$ cat src/rtl/key_debounce.sv
// Push-button front end: two-flop synchroniser, debounce FSM and hold timer.
// Produces a clean pressed level plus one-cycle press, release, long-press and
// auto-repeat strobes. All strobes are registered and mutually exclusive.
module key_debounce #(
  parameter logic [23:0] CLK_FREQ       = 24'd12_000_000,
  parameter int          DEBOUNCE_MS    = 20,
  parameter int          LONG_MS        = 1000,
  parameter int          REPEAT_MS      = 200,
  parameter int          KEY_ACTIVE_LOW = 1
) (
  input  logic clk,
  input  logic rst,
  input  logic key_raw,
  output logic key_level,
  output logic press_pulse,
  output logic release_pulse,
  output logic long_pulse,
  output logic repeat_pulse
);

  localparam int unsigned FREQ_KHZ = 32'(CLK_FREQ) / 32'd1000;
  localparam int unsigned DB_CYC   = FREQ_KHZ * 32'(DEBOUNCE_MS);
  localparam int unsigned LONG_CYC = FREQ_KHZ * 32'(LONG_MS);
  localparam int unsigned REP_CYC  = FREQ_KHZ * 32'(REPEAT_MS);

  // Terminal counts: a counter reaching these values completes its interval.
  localparam logic [23:0] DB_LAST   = 24'(DB_CYC - 32'd1);
  localparam logic [23:0] LONG_LAST = 24'(LONG_CYC - 32'd1);
  localparam logic [23:0] REP_LAST  = 24'(REP_CYC - 32'd1);

  // Raw pin level that means "released"; the synchroniser resets to it.
  localparam logic REL_RAW = (KEY_ACTIVE_LOW != 0);

  typedef enum logic [2:0] {
    IDLE     = 3'd0,
    PRESS_DB = 3'd1,
    HELD     = 3'd2,
    REPEAT   = 3'd3,
    REL_DB   = 3'd4
  } state_t;

  state_t      state_q, state_d;
  logic        sync1_q, sync1_d;
  logic        sync2_q, sync2_d;
  logic [23:0] dcnt_q, dcnt_d;
  logic [23:0] hcnt_q, hcnt_d;
  logic        long_flag_q, long_flag_d;
  logic        key_level_q, key_level_d;
  logic        press_q, press_d;
  logic        release_q, release_d;
  logic        long_q, long_d;
  logic        repeat_q, repeat_d;
  logic        k;

  // Synchronised pin with polarity folded in: k = 1 means pressed.
  assign k = (KEY_ACTIVE_LOW != 0) ? ~sync2_q : sync2_q;

  assign key_level     = key_level_q;
  assign press_pulse   = press_q;
  assign release_pulse = release_q;
  assign long_pulse    = long_q;
  assign repeat_pulse  = repeat_q;

  // Register every piece of state; reset returns to released/IDLE at once.
  always_ff @(posedge clk or posedge rst) begin
    if (rst) begin
      state_q     <= IDLE;
      sync1_q     <= REL_RAW;
      sync2_q     <= REL_RAW;
      dcnt_q      <= 24'd0;
      hcnt_q      <= 24'd0;
      long_flag_q <= 1'b0;
      key_level_q <= 1'b0;
      press_q     <= 1'b0;
      release_q   <= 1'b0;
      long_q      <= 1'b0;
      repeat_q    <= 1'b0;
    end else begin
      state_q     <= state_d;
      sync1_q     <= sync1_d;
      sync2_q     <= sync2_d;
      dcnt_q      <= dcnt_d;
      hcnt_q      <= hcnt_d;
      long_flag_q <= long_flag_d;
      key_level_q <= key_level_d;
      press_q     <= press_d;
      release_q   <= release_d;
      long_q      <= long_d;
      repeat_q    <= repeat_d;
    end
  end

  // Next-state logic: debounce both edges, time the hold, issue strobes.
  always_comb begin
    state_d     = state_q;
    sync1_d     = key_raw;
    sync2_d     = sync1_q;
    dcnt_d      = dcnt_q;
    hcnt_d      = hcnt_q;
    long_flag_d = long_flag_q;
    key_level_d = key_level_q;
    press_d     = 1'b0;
    release_d   = 1'b0;
    long_d      = 1'b0;
    repeat_d    = 1'b0;

    case (state_q)
      IDLE: begin
        if (k) begin
          state_d = PRESS_DB;
          dcnt_d  = 24'd0;
        end
      end
      PRESS_DB: begin
        if (!k) begin
          state_d = IDLE;
        end else if (dcnt_q == DB_LAST) begin
          state_d     = HELD;
          press_d     = 1'b1;
          key_level_d = 1'b1;
          hcnt_d      = 24'd0;
        end else begin
          dcnt_d = dcnt_q + 24'd1;
        end
      end
      HELD: begin
        if (!k) begin
          // hcnt is left alone so a bounce does not lose hold progress.
          state_d = REL_DB;
          dcnt_d  = 24'd0;
        end else if (hcnt_q == LONG_LAST) begin
          state_d     = REPEAT;
          long_d      = 1'b1;
          long_flag_d = 1'b1;
          hcnt_d      = 24'd0;
        end else begin
          hcnt_d = hcnt_q + 24'd1;
        end
      end
      REPEAT: begin
        if (!k) begin
          state_d = REL_DB;
          dcnt_d  = 24'd0;
        end else if (hcnt_q == REP_LAST) begin
          repeat_d = 1'b1;
          hcnt_d   = 24'd0;
        end else begin
          hcnt_d = hcnt_q + 24'd1;
        end
      end
      REL_DB: begin
        if (k) begin
          // Release was a bounce: resume whichever hold phase was active.
          state_d = long_flag_q ? REPEAT : HELD;
        end else if (dcnt_q == DB_LAST) begin
          state_d     = IDLE;
          release_d   = 1'b1;
          key_level_d = 1'b0;
          long_flag_d = 1'b0;
        end else begin
          dcnt_d = dcnt_q + 24'd1;
        end
      end
      default: begin
        state_d = IDLE;
      end
    endcase
  end

endmodule
$ cat config.mk
export PLATFORM = sky130hd
export DESIGN_NAME = key_debounce
export DESIGN_NICKNAME = d
export VERILOG_FILES = /design/src/rtl/key_debounce.sv
export SDC_FILE = /design/constraint.sdc
export NUM_CORES = 1
export LEC_CHECK = 0
export ABC_AREA = 1
export CAP_MARGIN = 20
export CORE_MARGIN = 2
export CORE_UTILIZATION = 35
export CTS_CLUSTER_SIZE = 14
export DETAILED_ROUTE_END_ITERATION = 7
export PLACE_DENSITY_LB_ADDON = 0.05
export SLEW_MARGIN = 20
export SYNTH_ARGS = -nofsm -noshare
export SYNTH_HDL_FRONTEND = slang
export SYNTH_SLANG_ARGS = --single-unit
$ cat constraint.sdc
create_clock -name clk -period 4.4 [get_ports clk]
set_clock_uncertainty 0.15 [all_clocks]
set_input_delay 0.66 -clock clk [delete_from_list [all_inputs] [get_ports clk]]
set_output_delay 0.66 -clock clk [all_outputs]
set_load 0.02 [all_outputs]
==> run summary <==
leakage power -> 2.129 nW
final slew viol count -> 0
compound-gate portion of the synthesized area -> 0.06275
Die ar. -> 12500 um2
Die Span Y -> 111.8 um
min-delay worst type -> reg2reg
WL final -> 10900 um
Syn Nets -> 625
Syn Inst Count -> 620
Yosys warning total -> 0
RR Endpoint -> hcnt_q[6]$_DFFE_PP0P_
First-pass DRT Iterations -> 5
top cells by area, synth -> dfrtp_1 (35%), nand2_1 (21%), nand3_1 (7.6%)
max frequency -> 0.3925 GHz
clock-pin transition on the worst setup and hold timing paths -> 0.06 ns
initial antenna violation count -> 0
flop and latch count out of synthesis -> 59
Root Driver -> clkbuf_16
synthesized-area fraction occupied by and/or/nand/nor cells -> 0.4396
Seq/Total Area, Yosys -> 0.3636
status -> complete, no violations
dominant cell type by area after synthesis -> dfrtp_1
final worst-path cycle share -> 0.5790
Post-Synth Adder-Cell Area -> 0.006152
PnR worst setup slack -> 1.852 ns
Post CTS Setup Buffer Count -> 0
post-DP HPWL -> 7965 um
pre-CTS WS -> 1.794 ns
vias in the first global route -> 3721
Syn Std Cell Area -> 4068 um2
total CTS buffers -> 9
RSZ-0062 raised after global routing -> false
largest net degree at the start of global routing -> 39
Hold EP -> sync2_q$_DFF_PP1_
post-CTS sizing -> 0
setup total negative slack -> 0 ns
worst hold stages -> 0
CTS Hold Buffers Added -> 0
layout cells sized above 1 -> 0.08346
Max VDD drop -> 0.2397 mV
CP most frequent cell -> nand2_1
GRT Util Overall -> 0.1903
number of placement rows -> 39
critical setup path kind -> reg2reg
CP Max Fanout -> 31
CTS tree -> yes
Power Density -> 361.1 nW/um2
total power -> 0.001639 W
FF-to-FF Start -> dcnt_q[0]$_DFFE_PP0P_
# diodes -> 0
final worst path period need -> 2.548 ns
htree depth -> 3
r2r worst-path depth -> 10
slowest CP cell -> nand2_2
syn_area_per_cell -> 6.561 um2
Crit path arrival time -> 2.60 ns
Core Box Area -> 11370 um2
Final Hold Vio Count -> 0
chip width -> 111.8 um
global route overflow -> 0
DR DRC count -> 0
initial DRC count -> 237
worst path required time -> 4.46 ns
largest family of logic cells by synthesized area -> simple AND/OR/NAND/NOR gates
RD Place Congestion -> 0.8319
number of vias per cell -> 4.847
Routed Antenna Nets -> 0
initial core utilization -> 0.3578
Area Overhead vs Synth -> 11.60%
Worst Hold Launch -> sync1_q$_DFF_PP1_
CP peak stage delay -> 0.46 ns
Worst Setup End Kind -> register
worst skew pair latency -> 0.34 ns
input/output buffers -> 7
xor/xnor share of the synthesized area -> 0.03876
post-synthesis mux area share -> 0
Synth top area share -> 0.3507
CTS Buffer Depth -> 2
io pins -> 8
Worst Tran Pin Value -> 0.9706 ns
clk sinks -> 59
CP Cell Sequence -> ha_1 -> nand2_1 -> inv_1 -> nand3_4 -> nor2_4 -> nand3_2 -> nand2_2 -> inv_2 -> nand2_1 -> o21ai_0
# nets final -> 635
via count -> 3771
first-pass GRT wire length -> 18730 um
Critical Path Source Type -> register
Yosys cell types -> 37
wire length per cell -> 14.02 um
Final Setup Violations -> 0
Worst R2R Setup Slack -> 1.85 ns
Slew HR -> 0.3494
max_cap viols -> 0
[report_power, final]
part	internal, W	total [W]	leakage [nW]	switching, W
Sequential	0.000571	0.000609	0.813	0.0000385
Combinational	0.0000829	0.000360	1.19	0.000277
Clock	0.000395	0.000671	0.130	0.000276
Total	0.00105	0.00164	2.13	0.000591
[cell usage in the layout (no fill, tap or decap), types with 3 or more instances in the layout]
cell type and instances:
nand2_1 228, nor2_1 82, inv_1 68, nand3_1 62, dfrtp_1 57, o21ai_0 17
nand4_1 16, xor2_1 15, clkbuf_16 9, inv_2 8, o21ai_2 7, clkdlybuf4s50_1 7
o211ai_1 6, nor3_1 6, nand2_2 5, o21ai_1 4, nor3_2 3, xnor2_1 3
clkinvlp_4 3
[worst max-delay path: cells and delay by family (launching register included)]
kind,cells,cell delay [ns]
adder cells (fa/ha/maj),1,0.30
buffers and inverters,2,0.42
AO/OA/AOI/OAI,1,0.07
AND/OR/NAND/NOR,6,1.02
flip-flops,1,0.45
[cell families (layout without fill, tap and decap cells)]
kind of cell / Yosys count / count (layout)
XOR/XNOR: 18 / 18
adder cells (fa/ha/maj): 2 / 2
flip-flops: 59 / 59
AND/OR/NAND/NOR: 416 / 416
buffers and inverters: 86 / 101
AO/OA/AOI/OAI: 39 / 39
[synth_stat cells, drive strengths merged]
cell,instances
nand4,16
a21boi,1
a21o,1
or2,3
dfrtp,57
nand2,233
nor3b,2
nor2,86
buf,10
inv,76
nor2b,1
o31ai,1
o211ai,6
and3,1
dfstp,2
xor2,15
o21ai,29
ha,2
nand3,65
nor3,9
xnor2,3
a21oi,1
[metrics by stage]
stage | area, um2 | std cells | hold WS (ns) | util
after CTS | 4539 | 778 | 0.2055 | 0.3993
after detailed placement | 4259 | 762 | 0.1975 | 0.3746
after global routing | 4539 | 778 | 0.2082 | 0.3993
final | 4539 | 778 | 0.2047 | 0.3993
after global placement | 4259 | 762 | 0.1974 | 0.3746
after floorplan | 4068 | 620 | 0.1952 | -
[layout make-up]
type	count	area, um2
inverters	76	285.3
flip-flops and latches	59	1479
repair buffers	9	85.08
multi-input cells	475	2231
fillers	1224	6830
clock buffers	10	239.0
well taps	143	178.9
clock inverters	6	41.29
[flip-flops by register name, indices dropped and copies added (netlist names)]
signal / flops
dcnt_q: 24
hcnt_q: 24
state_q: 3
key_level: 1
long_flag_q: 1
long_pulse: 1
press_pulse: 1
release_pulse: 1
repeat_pulse: 1
sync1_q: 1
sync2_q: 1
[per-layer routing]
| metal | up-vias | share of wire | GRT usage |
|---|---|---|---|
| li1 | 1979 | - | - |
| met3 | 10 | 0.024 | 0.02994 |
| met2 | 51 | 0.49 | 0.3281 |
| met1 | 1731 | 0.47 | 0.2337 |
| met5 | - | 0 | 0 |
| met4 | 0 | 0.017 | 0.08724 |
[worst max-delay path by stage]
stage,startpoint,to,cells past startpoint
after floorplan,rst,dcnt_q[0]$_DFFE_PP0P_,1
after global placement,dcnt_q[0]$_DFFE_PP0P_,hcnt_q[6]$_DFFE_PP0P_,10
after detailed placement,dcnt_q[0]$_DFFE_PP0P_,hcnt_q[14]$_DFFE_PP0P_,10
after CTS,dcnt_q[0]$_DFFE_PP0P_,hcnt_q[6]$_DFFE_PP0P_,10
after global routing,dcnt_q[0]$_DFFE_PP0P_,hcnt_q[14]$_DFFE_PP0P_,10
final,dcnt_q[0]$_DFFE_PP0P_,hcnt_q[6]$_DFFE_PP0P_,10
Power figures use the tool's default switching activity.
